==> src/rtl/reg_bank.sv <==
// ============================================================================
// Module      : reg_bank
// Description : 32-entry MIPS register file with two registered, write-first
//               read ports, hardwired $zero and a preset stack pointer.
// Revision    : 1.0
// ============================================================================
`default_nettype none

module reg_bank #(
    parameter int DATA_W  = 32,
    parameter int ADDR_W  = 5,
    parameter int SP_IDX  = 29,
    parameter int SP_INIT = 227
) (
    input  logic              clk,
    input  logic              reset,
    input  logic              reg_write,
    input  logic [ADDR_W-1:0] write_reg,
    input  logic [DATA_W-1:0] write_data,
    input  logic              read_en,
    input  logic [ADDR_W-1:0] read_reg1,
    input  logic [ADDR_W-1:0] read_reg2,
    output logic [DATA_W-1:0] read_data1,
    output logic [DATA_W-1:0] read_data2
);

    localparam int          c_DEPTH   = 2 ** ADDR_W;
    localparam logic [DATA_W-1:0] c_SP_VAL = DATA_W'(SP_INIT);

    logic [DATA_W-1:0] r_regs [c_DEPTH];
    logic [DATA_W-1:0] r_rd1;
    logic [DATA_W-1:0] r_rd2;
    logic              w_wr_valid;
    logic [DATA_W-1:0] w_rd1_next;
    logic [DATA_W-1:0] w_rd2_next;

    assign w_wr_valid = reg_write && (write_reg != '0);

    // Index 0 is never forwarded; a same-cycle write to the read index wins
    // over the stored contents.
    always_comb begin
        w_rd1_next = r_regs[read_reg1];
        w_rd2_next = r_regs[read_reg2];
        if (read_reg1 == '0) begin
            w_rd1_next = '0;
        end else if (w_wr_valid && (write_reg == read_reg1)) begin
            w_rd1_next = write_data;
        end
        if (read_reg2 == '0) begin
            w_rd2_next = '0;
        end else if (w_wr_valid && (write_reg == read_reg2)) begin
            w_rd2_next = write_data;
        end
    end

    always_ff @(posedge clk) begin
        if (reset) begin
            for (int i = 0; i < c_DEPTH; i++) begin
                r_regs[i] <= (i == SP_IDX) ? c_SP_VAL : '0;
            end
        end else if (w_wr_valid) begin
            r_regs[write_reg] <= write_data;
        end
    end

    always_ff @(posedge clk) begin
        if (reset) begin
            r_rd1 <= '0;
            r_rd2 <= '0;
        end else if (read_en) begin
            r_rd1 <= w_rd1_next;
            r_rd2 <= w_rd2_next;
        end
    end

    assign read_data1 = r_rd1;
    assign read_data2 = r_rd2;

endmodule

`default_nettype wire

==> config.mk <==
export PLATFORM = sky130hd
export DESIGN_NAME = reg_bank
export DESIGN_NICKNAME = d
export VERILOG_FILES = /design/src/rtl/reg_bank.sv
export SDC_FILE = /design/constraint.sdc
export NUM_CORES = 2
export LEC_CHECK = 0
export CORE_AREA = 4 4 302 304
export DETAILED_ROUTE_END_ITERATION = 10
export DIE_AREA = 0 0 306 308
export GPL_TIMING_DRIVEN = 0
export HOLD_SLACK_MARGIN = 0.08
export PLACE_DENSITY = 0.82
export SYNTH_ARGS = -nofsm -noshare
export SYNTH_HDL_FRONTEND = slang
export SYNTH_SLANG_ARGS = --single-unit
export TNS_END_PERCENT = 100
==> constraint.sdc <==
create_clock -name clk -period 7.8 [get_ports clk]
set_clock_uncertainty 0.05 [all_clocks]
set_input_delay 1.56 -clock clk [delete_from_list [all_inputs] [get_ports clk]]
set_output_delay 1.56 -clock clk [all_outputs]
set_load 0.03 [all_outputs]
# Word-level counts from Yosys, hierarchy flattened
# Memories as Yosys holds them, arrays and structs flattened.
# Cells that the tools add are included.
dict set report totals {
  regBits 64
  ram_bits 1024
  input_bits 51
  output_inout_bits 64
  elab_cells 24
  memories 1
}
# name words width read_ports rd_clocked_by_memory_dff wr line
set memory_table {}
lappend memory_table {r_regs 32 32 2 0 32 30} ;# logic [DATA_W-1:0] r_regs [c_DEPTH];
dict set report op_classes {
  n_eq_ne 2
  n_mux 12
  reduce_logical 7
}
# cell n
set op_table {}
lappend op_table {{two-way mux 32 bit} 5}
lappend op_table {{OR reduction 32 bit} 1}
lappend op_table {{equality test 5 bit} 2}
lappend op_table {{logical NOT 5 bit} 2}
lappend op_table {{two-way mux 1 bit} 6}
lappend op_table {{two-way mux 5 bit} 1}
lappend op_table {{nonzero test 5 bit} 1}
lappend op_table {{logical AND 1 bit} 3}

# Depth between registers and ports, before layout
dict set report logic_depth {
  depth_word 7
  ltp_mapped 9
  depth_no_buf 5
}

# Worst setup path after synthesis
# Ideal clock, no wire load.
dict set report synth_path {
  path_kind {input port to flip-flop}
  from {input reg_write}
  to {memory r_regs[13][0] (enable)}
  setup_time_ns 0.466
  arrival_ns 4.743
  t_required_ns 7.284
  slack_ns 2.541
  stages 5
  path_buffers 2
  cell_sequence {nor2b_1 nand3b_1 clkbuf_1 clkbuf_1 o21ai_0}
}
# item line
set synth_lines {}
lappend synth_lines {{from (decl)} 17} ;# input logic reg_write,
lappend synth_lines {{to (decl)} 30}

==> results by group <==
Run status
  • Status: finished, violations left
  • Failing checks: max-capacitance violations, max-slew violations

Setup path
  • Kind of critical path: in -> reg
  • Crit end category: flop
  • R2R setup slack: 5130 ps
  • Setup crit start kind: input port
  • Critical Path RT: 8330 ps
  • Crit-path max FO: 10
  • Critical path arrival: 6060 ps

Placement
  • Placed instance count: 5453
  • Detailed placement HPWL: 148 mm
  • GP Congestion: 1.03
  • Area after DPL: 60700 um^2
  • Number of port buffers: 105

Logic synthesis
  • EDFF count, synth: 1024
  • Mapped Avg Cell Area: 13.8 um^2
  • Netlist cell types: 43
  • Synthesized flop and latch total: 1088
  • Synthesized area: 57000 um^2
  • Yosys warnings: 0
  • Asr flop ratio synth: 0%
  • Main synth FF type: edfxtp_1
  • Post-Syn Instances: 4120
  • Register area share after synthesis: 56.1%

Clock network
  • TritonCTS clock tree: done
  • Root buf cell: clkbuf_16
  • Max clock buf depth: 3
  • Hold_buf cts: 0
  • H-tree levels: 3
  • Setup Fix Bufs, Post-CTS: 0
  • Clock-pin slew on the worst setup and hold paths: 60 ps
  • Skew-Pair Late Insertion Delay: 720 ps
  • CTS buffer count: 111
  • CTS resizes: 0
  • Sink Count: 1088

Layout
  • Share of layout cells above drive strength 1: 14.8%
  • Fillers: 5641
  • Area of the multi-input gates: 23600 um^2
  • Post-Layout Cell Count: 5668
  • Final core occ: 73.0%
  • Area grow syn2layout: 12.9%
  • Seq. cell area: 32000 um^2
  • Final instance area: 64400 um^2
  • Final net count: 4452

Hold path
  • Path category of the worst min-delay check: reg -> reg

Global route
  • Gr ovfl total: 0
  • Vias in the first global route: 41025
  • Largest net degree at the start of global routing: 29
  • Initial antenna violation count: 11
  • Total track usage: 43.8%
  • First-pass GRT wire length: 289 mm

Routing
  • Detailed Routing Iterations Pass 1: 6
  • Post-DR vias/cell: 7.35
  • Remaining DRCs: 0
  • DRT Wirelength: 209 mm
  • Starting DRT DRC Count: 7544
  • DR vias: 41637
  • Wire per inst: 36.9 um
  • Antenna-violating nets left: 0

STA
  • Final Hold Viols: 0
  • Count of pins over their slew limit: 28
  • Worst-Margin Slew: 1570 ps
  • Tmin final: 5530 ps
  • Max_slew headroom: -5.46%
  • Period utilisation layout: 70.9%
  • Final Setup Violations: 0
  • Max frequency: 0.181 GHz
  • Final hold slack: 519 ps
  • RSZ-0062 raised after global routing: no

Floorplan
  • Die outline width: 306 um
  • Initial Util: 64.6%
  • Core ar.: 88200 um^2
  • I/O pin count: 115
  • Die H: 308 um
  • Die area: 94200 um^2
  • Row count: 109

Power and ir drop
  • Pwr/cell area: 220 nW/um^2
  • Tot Pwr: 14.1 mW
  • Lkg Pwr: 22.8 nW
  • Max rail drop VDD: 0.213 mV

Job
  • Max-Cap Viols: 3
[Yosys cell counts (4+ instances only)]
master / count / area, um^2
or3_1: 38 / 238
buf_2: 95 / 475
edfxtp_1: 1024 / 30700
nand3b_1: 6 / 45.0
a21oi_1: 130 / 651
nor2_1: 68 / 255
nor2b_1: 67 / 419
o21ai_0: 63 / 315
buf_1: 23 / 86.3
buf_6: 5 / 56.3
nor3_1: 33 / 165
nand3_1: 4 / 20.0
xnor2_1: 10 / 87.6
dfxtp_1: 64 / 1280
nand2_1: 5 / 18.8
and2_1: 1023 / 6400
mux4_2: 316 / 7120
buf_4: 12 / 90.1
mux2i_1: 392 / 3920
a221oi_1: 64 / 561
clkbuf_1: 303 / 1140
a221o_1: 32 / 320
a22o_1: 32 / 280
a211oi_1: 62 / 465
a22oi_1: 227 / 1700
[registers in the layout, summed over array words and instances, names as in the netlist]
name	count
read_data2	32
r_regs	1024
read_data1	32
[stage by stage]
| step | TNS (ps) | worst slack [ps] |
|---|---|---|
| floorplan | 0 | 2540 |
| global placement | -839910 | -1540 |
| detailed placement | 0 | 2280 |
| CTS | 0 | 2950 |
| global route | 0 | 2360 |
| finish | 0 | 2270 |
[cells by family (layout without fill, tap and decap cells)]
logic type                count (synthesis)  after routing  share of synthesized area [%]
AOI/OAI and AO/OA                       618            618                           7.67
xor gates and xnor gates                 10             10                          0.154
buffers and inverters                   440            789                           3.25
DFF                                    1088           1088                           56.1
muxes                                   708            708                           19.4
other                                     1             35                        0.00657
and+or+nand+nor                        1255           1255                           13.4
[layer usage]
metal / track usage, % / part of all wire (%) / vias up
met5: 0 / 0.022 / -
met4: 33.1 / 9.7 / 6
met3: 15.2 / 16 / 971
met2: 64.3 / 43 / 4128
met1: 53.9 / 31 / 20246
li1: - / - / 16286
[worst max-delay path, cell delays in order]
cell and delay [ps]:
clkdlybuf4s50_1 600, nor2b_1 470, nand4bb_1 830, clkbuf_1 730, nor2_1 760, clkbuf_1 860, and2_1 240
[final cells by class]
class                           instances  share of cell area [%]
Clock buffer                          171                    5.12
Tap cell                             1165                    2.26
Timing Repair Buffer                  137                    2.73
Inverter                                2                  0.0117
Multi-Input combinational cell       2623                    36.7
Buffer                                438                    2.87
Antenna cell                            3                  0.0117
Clock inverter                         41                   0.536
Sequential cell                      1088                    49.7
[power breakdown]
group	leakage, nW	internal, mW	switching, mW
logic	10.8	0.681	1.13
clock network	1.80	3.07	2.33
registers	10.3	6.72	0.215
[final timing paths]
path                                                   from                     endpoint  depth (start not counted)
worst max-delay path                                  reset  r_regs[4][22]$_SDFFCE_PN0P_                          7
worst min-delay path            read_data2[15]$_SDFFE_PP0P_  read_data2[15]$_SDFFE_PP0P_                          2
worst max register to register  r_regs[21][9]$_SDFFCE_PN0P_   read_data1[9]$_SDFFE_PP0P_                          5
worst min register to register  read_data2[15]$_SDFFE_PP0P_  read_data2[15]$_SDFFE_PP0P_                          2
[layout by cell type, fill, tap and decap left out, types with 64 or more instances in the layout]
cell and count:
a22oi_1 227, nor2b_1 67, and2_1 1023, clkdlybuf4s50_1 105, dfxtp_1 64, buf_2 95
mux4_2 316, a221oi_1 64, clkbuf_1 338, clkbuf_16 116, edfxtp_1 1024, nor2_1 68
mux2i_1 392, a21oi_1 130
Power figures use the tool's default switching activity.
